--- src/rtl/entrada_operandos_bcd.sv ---
// entrada_operandos_bcd
// Operand-entry controller for the 4-bit ALU. It takes decimal digits from
// switches and two push-buttons, accumulates each operand in decimal, and
// range-checks it. It then hands binary A, B and the opcode to the ALU over a
// valid/ready handshake.
//
// Ports:
//   clk, reset        system clock, synchronous active-high reset
//   SW_digit[3:0]     BCD digit, sampled on an accepted KEY_digit press
//   SW_op[2:0]        opcode, sampled when operand B is confirmed
//   KEY_digit         raw button, enter digit
//   KEY_next          raw button, confirm operand
//   ready_in          ALU accepts the operand set
//   A_out, B_out      binary operands
//   OP_out            latched opcode
//   valid_out         A/B/OP hold a complete set
//   acc_out[6:0]      value being entered (0..99)
//   LED_state[1:0]    00 = S_A, 01 = S_B, 10 = S_SEND
//   LED_ERR           sticky entry error
//
// state  | meaning
// S_A    | entering operand A
// S_B    | entering operand B
// S_SEND | operand set presented, waiting for ready_in
module entrada_operandos_bcd #(
    parameter int DEBOUNCE_CYCLES = 4,
    parameter int MAX_VAL         = 15
) (
    input  logic       clk,
    input  logic       reset,
    input  logic [3:0] SW_digit,
    input  logic [2:0] SW_op,
    input  logic       KEY_digit,
    input  logic       KEY_next,
    input  logic       ready_in,
    output logic [3:0] A_out,
    output logic [3:0] B_out,
    output logic [2:0] OP_out,
    output logic       valid_out,
    output logic [6:0] acc_out,
    output logic [1:0] LED_state,
    output logic       LED_ERR
);

    typedef enum logic [1:0] {
        S_A    = 2'b00,
        S_B    = 2'b01,
        S_SEND = 2'b10
    } state_t;

    localparam int             CW       = $clog2(DEBOUNCE_CYCLES + 1);
    localparam logic [CW-1:0]  CNT_LAST = CW'(DEBOUNCE_CYCLES - 1);
    localparam logic [6:0]     MAX_ACC  = 7'(MAX_VAL);

    // ---------------- button conditioning ----------------
    // index 0 = KEY_digit, index 1 = KEY_next
    logic [1:0]    raw;
    logic [1:0]    sync1, sync2, level, pulse;
    logic [CW-1:0] cnt [2];

    assign raw = {KEY_next, KEY_digit};

    always_ff @(posedge clk) begin
        if (reset) begin
            sync1 <= '0;
            sync2 <= '0;
            level <= '0;
            pulse <= '0;
            for (int i = 0; i < 2; i++) cnt[i] <= '0;
        end else begin
            sync1 <= raw;
            sync2 <= sync1;
            for (int i = 0; i < 2; i++) begin
                pulse[i] <= 1'b0;
                if (sync2[i] != level[i]) begin
                    if (cnt[i] == CNT_LAST) begin
                        // Count reaches DEBOUNCE_CYCLES on this edge: flip.
                        level[i] <= ~level[i];
                        cnt[i]   <= '0;
                        pulse[i] <= ~level[i];   // only on 0->1
                    end else begin
                        cnt[i] <= cnt[i] + CW'(1);
                    end
                end else begin
                    cnt[i] <= '0;
                end
            end
        end
    end

    // ---------------- controller ----------------
    state_t     state, state_n;
    logic [6:0] acc, acc_n, acc_tmp;
    logic [1:0] dig, dig_n, dig_tmp;
    logic [3:0] a_q, a_n, b_q, b_n;
    logic [2:0] op_q, op_n;
    logic       valid_q, valid_n;
    logic       err_q, err_n;

    always_ff @(posedge clk) begin
        if (reset) begin
            state   <= S_A;
            acc     <= '0;
            dig     <= '0;
            a_q     <= '0;
            b_q     <= '0;
            op_q    <= '0;
            valid_q <= 1'b0;
            err_q   <= 1'b0;
        end else begin
            state   <= state_n;
            acc     <= acc_n;
            dig     <= dig_n;
            a_q     <= a_n;
            b_q     <= b_n;
            op_q    <= op_n;
            valid_q <= valid_n;
            err_q   <= err_n;
        end
    end

    always_comb begin
        state_n = state;
        acc_n   = acc;
        dig_n   = dig;
        a_n     = a_q;
        b_n     = b_q;
        op_n    = op_q;
        valid_n = valid_q;
        err_n   = err_q;
        acc_tmp = acc;
        dig_tmp = dig;

        if (state == S_SEND) begin
            // Presses are dropped here; only the handshake matters.
            if (valid_q && ready_in) begin
                valid_n = 1'b0;
                err_n   = 1'b0;
                state_n = S_A;
            end
        end else begin
            // Digit applies first so a simultaneous confirm sees it.
            if (pulse[0]) begin
                if (SW_digit <= 4'd9 && dig < 2'd2) begin
                    // acc <= 9 whenever dig < 2, so the result fits 0..99.
                    acc_tmp = acc * 7'd10 + {3'b000, SW_digit};
                    dig_tmp = dig + 2'd1;
                    err_n   = 1'b0;
                end else begin
                    err_n = 1'b1;
                end
            end
            acc_n = acc_tmp;
            dig_n = dig_tmp;

            if (pulse[1]) begin
                acc_n = '0;
                dig_n = '0;
                if (acc_tmp <= MAX_ACC) begin
                    if (state == S_A) begin
                        a_n     = acc_tmp[3:0];
                        state_n = S_B;
                    end else begin
                        b_n     = acc_tmp[3:0];
                        op_n    = SW_op;
                        valid_n = 1'b1;
                        state_n = S_SEND;
                    end
                end else begin
                    err_n = 1'b1;
                end
            end
        end
    end

    assign A_out     = a_q;
    assign B_out     = b_q;
    assign OP_out    = op_q;
    assign valid_out = valid_q;
    assign acc_out   = acc;
    assign LED_state = state;
    assign LED_ERR   = err_q;

endmodule
--- config.mk ---
export PLATFORM = sky130hd
export DESIGN_NAME = entrada_operandos_bcd
export DESIGN_NICKNAME = d
export VERILOG_FILES = /design/src/rtl/entrada_operandos_bcd.sv
export SDC_FILE = /design/constraint.sdc
export NUM_CORES = 1
export LEC_CHECK = 0
export BUFFER_PORTS_ARGS = -buffer_cell sky130_fd_sc_hd__buf_2
export CORE_ASPECT_RATIO = 0.9
export CORE_MARGIN = 2
export CORE_UTILIZATION = 35
export CTS_BUF_LIST = sky130_fd_sc_hd__clkbuf_2
export DETAILED_ROUTE_END_ITERATION = 8
export GPL_TIMING_DRIVEN = 0
export PLACE_DENSITY = 0.6
export SYNTH_ARGS = -nofsm -noshare
export SYNTH_HDL_FRONTEND = slang
export SYNTH_SLANG_ARGS = --single-unit
--- constraint.sdc ---
create_clock -name clk -period 3.45 [get_ports clk]
set_input_delay 0.345 -clock clk [delete_from_list [all_inputs] [get_ports clk]]
set_output_delay 0.345 -clock clk [all_outputs]
set_load 0.1 [all_outputs]
==> results of run 1 <==
-- power groups by stage --
stage / registers [W] / clock network (W) / logic, W
3_3_place_gp: 0.000468 / 0 / 0.0000353
4_1_cts: 0.000459 / 0.000205 / 0.0000357
6_report: 0.000459 / 0.000194 / 0.0000350
3_5_place_dp: 0.000468 / 0 / 0.0000356
2_1_floorplan: 0.000468 / 0 / 0.0000206
5_1_grt: 0.000460 / 0.000230 / 0.0000405
-- layout make-up --
| type | instances | area [sq um] | area share |
|---|---|---|---|
| timing repair buffer | 33 | 165 | 0.0733 |
| clock buffer | 6 | 30.0 | 0.0133 |
| sequential | 38 | 823 | 0.365 |
| clock inverter | 2 | 8.76 | 0.00388 |
| inverter | 8 | 30.0 | 0.0133 |
| tap | 67 | 83.8 | 0.0372 |
| buffer | 5 | 18.8 | 0.00832 |
| multi-input combinational | 148 | 1090 | 0.486 |
-- registers in the layout, summed over array words and instances, names as in the netlist --
register,cells
OP_out,3
sync1,2
pulse,2
B_out,4
acc_out,7
A_out,4
sync2,2
dig,2
level,2
cnt,6
LED_ERR,1
valid_out,1
LED_state,2
-- routing by layer --
metal / vias to the layer above / wire length (um) / part of all wire / GRT usage
met2: 36 / 1720 / 0.43 / 0.206
li1: 761 / - / - / -
met1: 688 / 2010 / 0.50 / 0.204
met4: 0 / 57 / 0.014 / 0.0437
met3: 6 / 198 / 0.050 / 0.0396
met5: - / 0 / 0 / 0
-- cell usage after synthesis, types with 3 or more instances --
cell type	n	share of area
nand2b_1	5	0.016
inv_1	8	0.015
dfxtp_1	32	0.33
xor2_1	3	0.014
mux2_1	4	0.023
mux2i_1	4	0.021
o21a_1	4	0.015
a21oi_1	10	0.026
ha_1	12	0.077
nor2b_1	13	0.042
nand3_1	3	0.0077
a22oi_1	6	0.023
edfxtp_1	6	0.093
mux2_4	4	0.031
nor3_1	4	0.010
nand2_1	18	0.035
or3_1	4	0.013
clkbuf_1	4	0.0077
xnor2_1	3	0.014
nor2_1	18	0.035
-- cells by family after synthesis --
logic type | Yosys count
XOR/XNOR | 9
buffers and inverters | 13
AND/OR/NAND/NOR | 69
AO/OA/AOI/OAI | 38
multiplexers | 12
adder cells (fa/ha/maj) | 14
flip-flops | 38
other | 1
-- final timing paths --
kind	slack, ns	start	depth (start not counted)	end
setup / recovery	0.41	acc_out[1]	9	B_out[1]
hold / removal	0.16	KEY_digit	2	sync1[0]
setup reg to reg	0.41	acc_out[1]	9	B_out[1]
hold reg to reg	0.46	sync1[0]	1	sync2[0]
-- stage by stage --
stage	instance area (sq um)	worst slack, ns	utilization	power (W)
after global routing	2250	0.289	0.424	0.000731
after floorplan	1970	0.129	-	0.000489
after detailed placement	2220	0.471	0.417	0.000504
after CTS	2250	0.435	0.424	0.000699
after global placement	2220	0.493	0.417	0.000503
final	2250	0.407	0.424	0.000687
-- worst max-delay path, delay by kind of cell, from the launching register on --
family                     cells  cell delay (ns)
adders and majority gates      3             0.95
DFF                            1             0.41
AOI/OAI and AO/OA              3             0.99
buffers and inverters          1             0.06
muxes                          1             0.34
and+or+nand+nor                1             0.19
==> impl_metrics.tcl, run 1 <==
set metrics [dict create \
    status "finished clean" \
    worstMarginPinSlew_ns 0.601 \
    slew_headroom 0.597 \
    diodes 0 \
    grt_start_max_net_pins 12 \
    finalSetupViolCount 0 \
    clk_pin_slew_ns 0.20 \
    htreeDepth 2 \
    stdcell_count 307 \
    fin_crit_sh 0.882 \
    start_kind "flop" \
    p_per_area_nw_per_um2 305 \
    cts_tree "built" \
    vias 1491 \
    yosysSeqAreaShare 0.422 \
    post_cts_buffers 0 \
    synth_seq_cells 38 \
    yosysWarningCount 0 \
    clk_path_buf_depth 2 \
    routed_wl_um 3980 \
    comb_power_share 0.051 \
    synthXorXnorAreaFrac 0.0553 \
    crit_slowest_cell "fa_1" \
    avgViaCountPerCell 4.86 \
    synthAdderAreaFrac 0.0977 \
    hold_slack_ns 0.157 \
    cp.arrival_ns 3.33 \
    cts_sinks 38 \
    fp-row-count 25 \
    wl_per_cell_um 13.0 \
    rsz0062_at_grt "no" \
    first_pass_iters 4 \
    overflow 0 \
    synth_compound_area_frac 0.150 \
    drc 0 \
    power.internal_w 0.000520 \
    muxShareOfSynthArea 0.0746 \
    yosys.area_share.simple 0.173 \
    skew_ns 0.0278 \
    path_max_fanout 9 \
    final_common_cell "buf_2" \
    ant_nets 0 \
    grt_pass1_vias 1390 \
    clkPwrFrac 0.282 \
    die_h_um 74.7 \
    async_flop_share 0 \
    fin_setup_tns_ns 0 \
    cts.hold.buffers_added 0 \
    netSwitchingPower_w 0.000168 \
    grt_usage 0.142 \
    die_area_sq_um 6170 \
    cts_resized 0 \
    slew_violations 0 \
    crit_chain "ha_1, ha_1, inv_1, fa_1, nand2b_1, o2bb2ai_1, o2111ai_2, a21oi_4, mux2_4" \
    netlist_instances 194 \
    io_pins 34 \
    layout-area-overhead-vs-synth_pct 15.9 \
    fillers 547 \
    detailed_place_hpwl_um 2970 \
    die_x_um 82.6 \
    crit_path_end_kind "flop" \
    seq_power_share 0.667 \
    fmax_mhz 329 \
    avgSynthCellArea_sq_um 10.0 \
    cts_inserted_buffers 5 \
    cts_root_buf "clkbuf_2" \
    core_sq_um 5320 \
    port_buffers 33 \
    period_needed_ns 3.04 \
    final_nets 265 \
    final_hold_viol_count 0 \
    routabilityCongestion 0.790 \
    worstPathRequired_ns 3.74 \
    synth_edf_count 6 \
    drt-initial-drc-count 59 \
    synth_area_sq_um 1950 \
    synth_top_family_by_area "simple AND/OR/NAND/NOR gates" \
    critPathKind "reg -> reg" \
    cap_violations 0 \
    grt_antenna_before_repair 0 \
    start_util 0.366 \
    p_leak_nw 0.982 \
    ys_types 44 \
    grt_pass1_wl_um 6600 \
    peakVddDrop_mv 0.159 \
    crit_path_frequent_cell "ha_1" \
    clock_latency_ns 0.39 \
    critical_path.max_stage_delay_ns 0.45 \
    swShare 0.244 \
    worstHoldPathType "in -> reg" \
    placedCellCount 299 \
    layout_common_cells "buf_2, dfxtp_1, nor2_1, nand2_1, nor2b_1" \
    drive_gt1_frac 0.221 \
    synthFlopType "dfxtp_1" \
]
No activity file was read; power rests on OpenSTA's default activity.
==> run 2, diff against run 1 <==
- PLACE_DENSITY: 0.6 -> 0.62
- clock period: 3.45 -> 2.65 ns (I/O delays scaled with it)
==> run 2 against run 1 <==
- sequential share of layout area decreased by 2.6 points
- clock power increased by 28%
- clock skew decreased by 0.0077 ns
- combinational power increased by 35%
- global-route usage increased by 1.3 points
- final cell count increased by 2.3%
- worst setup slack got worse by 0.40 ns
- worst hold slack got worse by 0.095 ns
- via count increased by 1.9%
- first-iteration DRC count increased by 140%
- critical path type unchanged
==> impl_metrics.tcl, run 2 (synthesis results as in run 1) <==
set metrics [dict create \
    crit_start "acc_out[1]" \
    overflow 0 \
    swShare 0.253 \
    seq_power_share 0.666 \
    whs_path_depth 2 \
    status "finished clean" \
    critPathKind "reg -> reg" \
    vias 1520 \
    cap_violations 0 \
    placedCellCount 299 \
    grt_pass1_wl_um 7090 \
    netSwitchingPower_w 0.000225 \
    final_hold_viol_count 0 \
    p_leak_nw 1.05 \
    clk_path_buf_depth 2 \
    cp.arrival_ns 2.94 \
    dpl_cell_area_sq_um 2310 \
    fmax_mhz 379 \
    rr_endpoint "B_out[1]" \
    cts_tree "built" \
    cts.hold.buffers_added 0 \
    largest_reg_flops 7 \
    ant_nets 0 \
    min_to "sync1[1]" \
    fp-row-count 25 \
    final_nets 272 \
    clkPwrFrac 0.281 \
    start_util 0.366 \
    wl_per_cell_um 13.2 \
    fin_util 0.466 \
    port_buffers 33 \
    ff2ff_path_depth 10 \
    htreeDepth 2 \
    detailed_place_hpwl_um 2950 \
    clock_latency_ns 0.40 \
    core_sq_um 5320 \
    diodes 0 \
    cts_sinks 38 \
    layout_common_cells "buf_2, dfxtp_1, nor2_1, nand2_1, nor2b_1" \
    rsz0062_at_grt "yes" \
    grt_pass1_vias 1495 \
    routabilityCongestion 0.776 \
    min-delay-start "KEY_next" \
    path_buf_inv 2 \
    p_per_area_nw_per_um2 359 \
    cts_root_buf "clkbuf_2" \
    stdcell_area_sq_um 2480 \
    die_x_um 82.6 \
    finalSetupViolCount 0 \
    crit_path_frequent_cell "ha_4" \
    routed_wl_um 4150 \
    rrSetupSlack_ns 0.01 \
    worstHoldPathType "in -> reg" \
    worstMarginPinSlew_ns 0.580 \
    worstPathRequired_ns 2.95 \
    drc 0 \
    fin_crit_sh 0.996 \
    comb_power_share 0.053 \
    slew_violations 0 \
    start_kind "flop" \
    clk_pin_slew_ns 0.20 \
    crit_path_end_kind "flop" \
    drive_gt1_frac 0.300 \
    r2r-start "acc_out[1]" \
    io_pins 34 \
    period_needed_ns 2.64 \
    final_common_cell "buf_2" \
    power.internal_w 0.000664 \
    cp_top_family "adder cells" \
    grt_start_max_net_pins 12 \
    grt_usage 0.154 \
    crit_slowest_cell "fa_2" \
    critical_path.max_stage_delay_ns 0.57 \
    peakVddDrop_mv 0.204 \
    skew_ns 0.0201 \
    first_pass_iters 4 \
    path_max_fanout 6 \
    grt_antenna_before_repair 0 \
    slew_headroom 0.610 \
    stdcell_count 314 \
    worst-path-stages 10 \
    layout-area-overhead-vs-synth_pct 27.3 \
    die_area_sq_um 6170 \
    avgViaCountPerCell 4.84 \
    drt-initial-drc-count 142 \
    crit_chain "ha_4, ha_4, inv_2, fa_2, a21boi_4, o2bb2ai_4, o2111ai_2, a21oi_4, buf_12, mux2_4" \
    die_h_um 74.7 \
    cts_inserted_buffers 5 \
]
==> run 2: cell types whose count changed in the layout (fill, tap and decap cells not counted), moves of 2 or more <==
cell      delta
buf_12       +2
mux2_1       -2
ha_4         +3
mux2_4       +2
ha_1         -3
dfxtp_2      -2
buf_4        +5
dfxtp_4      +5
clkinv_1     +2
dfxtp_1      -3
==> run 2: worst max path at each step <==
stage               end  slack, ns
6_report       B_out[1]       0.01
3_5_place_dp   B_out[3]      -0.07
2_1_floorplan  B_out[0]      -0.07
5_1_grt        B_out[3]      -0.08
4_1_cts        A_out[3]      0.002
3_3_place_gp   B_out[1]      -0.06
==> run 2: stage by stage <==
stage          setup TNS (ns)  hold slack [ns]  power, W  setup slack (ns)
2_1_floorplan          -0.263            0.393  0.000632           -0.0658
3_3_place_gp           -0.240            0.418  0.000651           -0.0641
3_5_place_dp           -0.285            0.424  0.000651           -0.0738
4_1_cts                     0           0.0487  0.000897           0.00181
5_1_grt                -0.544           0.0526  0.000936           -0.0785
6_report                    0           0.0620  0.000889            0.0100
==> run 2: area by class of cell <==
type	instances	area [sq um]
Buffer	5	18.8
Clock buffer	5	25.0
Inverter	8	30.0
Fill cell	540	2840
Tap cell	67	83.8
Clock inverter	3	11.3
Timing Repair Buffer	40	243
Sequential cell	38	840
Multi-Input combinational cell	148	1220
==> run 2: worst reg2reg max path: stages (launching register included) <==
cell       delay, ns
dfxtp_4         0.41
ha_4            0.28
ha_4            0.12
inv_2           0.03
fa_2            0.57
a21boi_4        0.21
o2bb2ai_4       0.16
o2111ai_2       0.15
a21oi_4         0.17
buf_12          0.14
mux2_4          0.30
==> run 2: repair_timing <==
item	CTS	global route
pin swaps	0	2
setup buffers	2	5
endpoints found under the setup margin	8	11
gates resized for setup	1	6
==> run 2: power by group through the flow <==
| stage | sequential (W) | clock, W | combinational, W |
|---|---|---|---|
| floorplan | 0.000605 | 0 | 0.0000273 |
| global route | 0.000594 | 0.000287 | 0.0000554 |
| CTS | 0.000592 | 0.000258 | 0.0000472 |
| detailed placement | 0.000604 | 0 | 0.0000470 |
| global placement | 0.000604 | 0 | 0.0000465 |
| finish | 0.000592 | 0.000249 | 0.0000472 |
==> run 2: per-layer routing <==
| layer | vias up | global-route usage | share of wire |
|---|---|---|---|
| met2 | 34 | 0.225 | 0.42 |
| met1 | 702 | 0.217 | 0.51 |
| met5 | - | 0 | 0 |
| met4 | 0 | 0.0656 | 0.017 |
| met3 | 6 | 0.0408 | 0.053 |
| li1 | 778 | - | - |
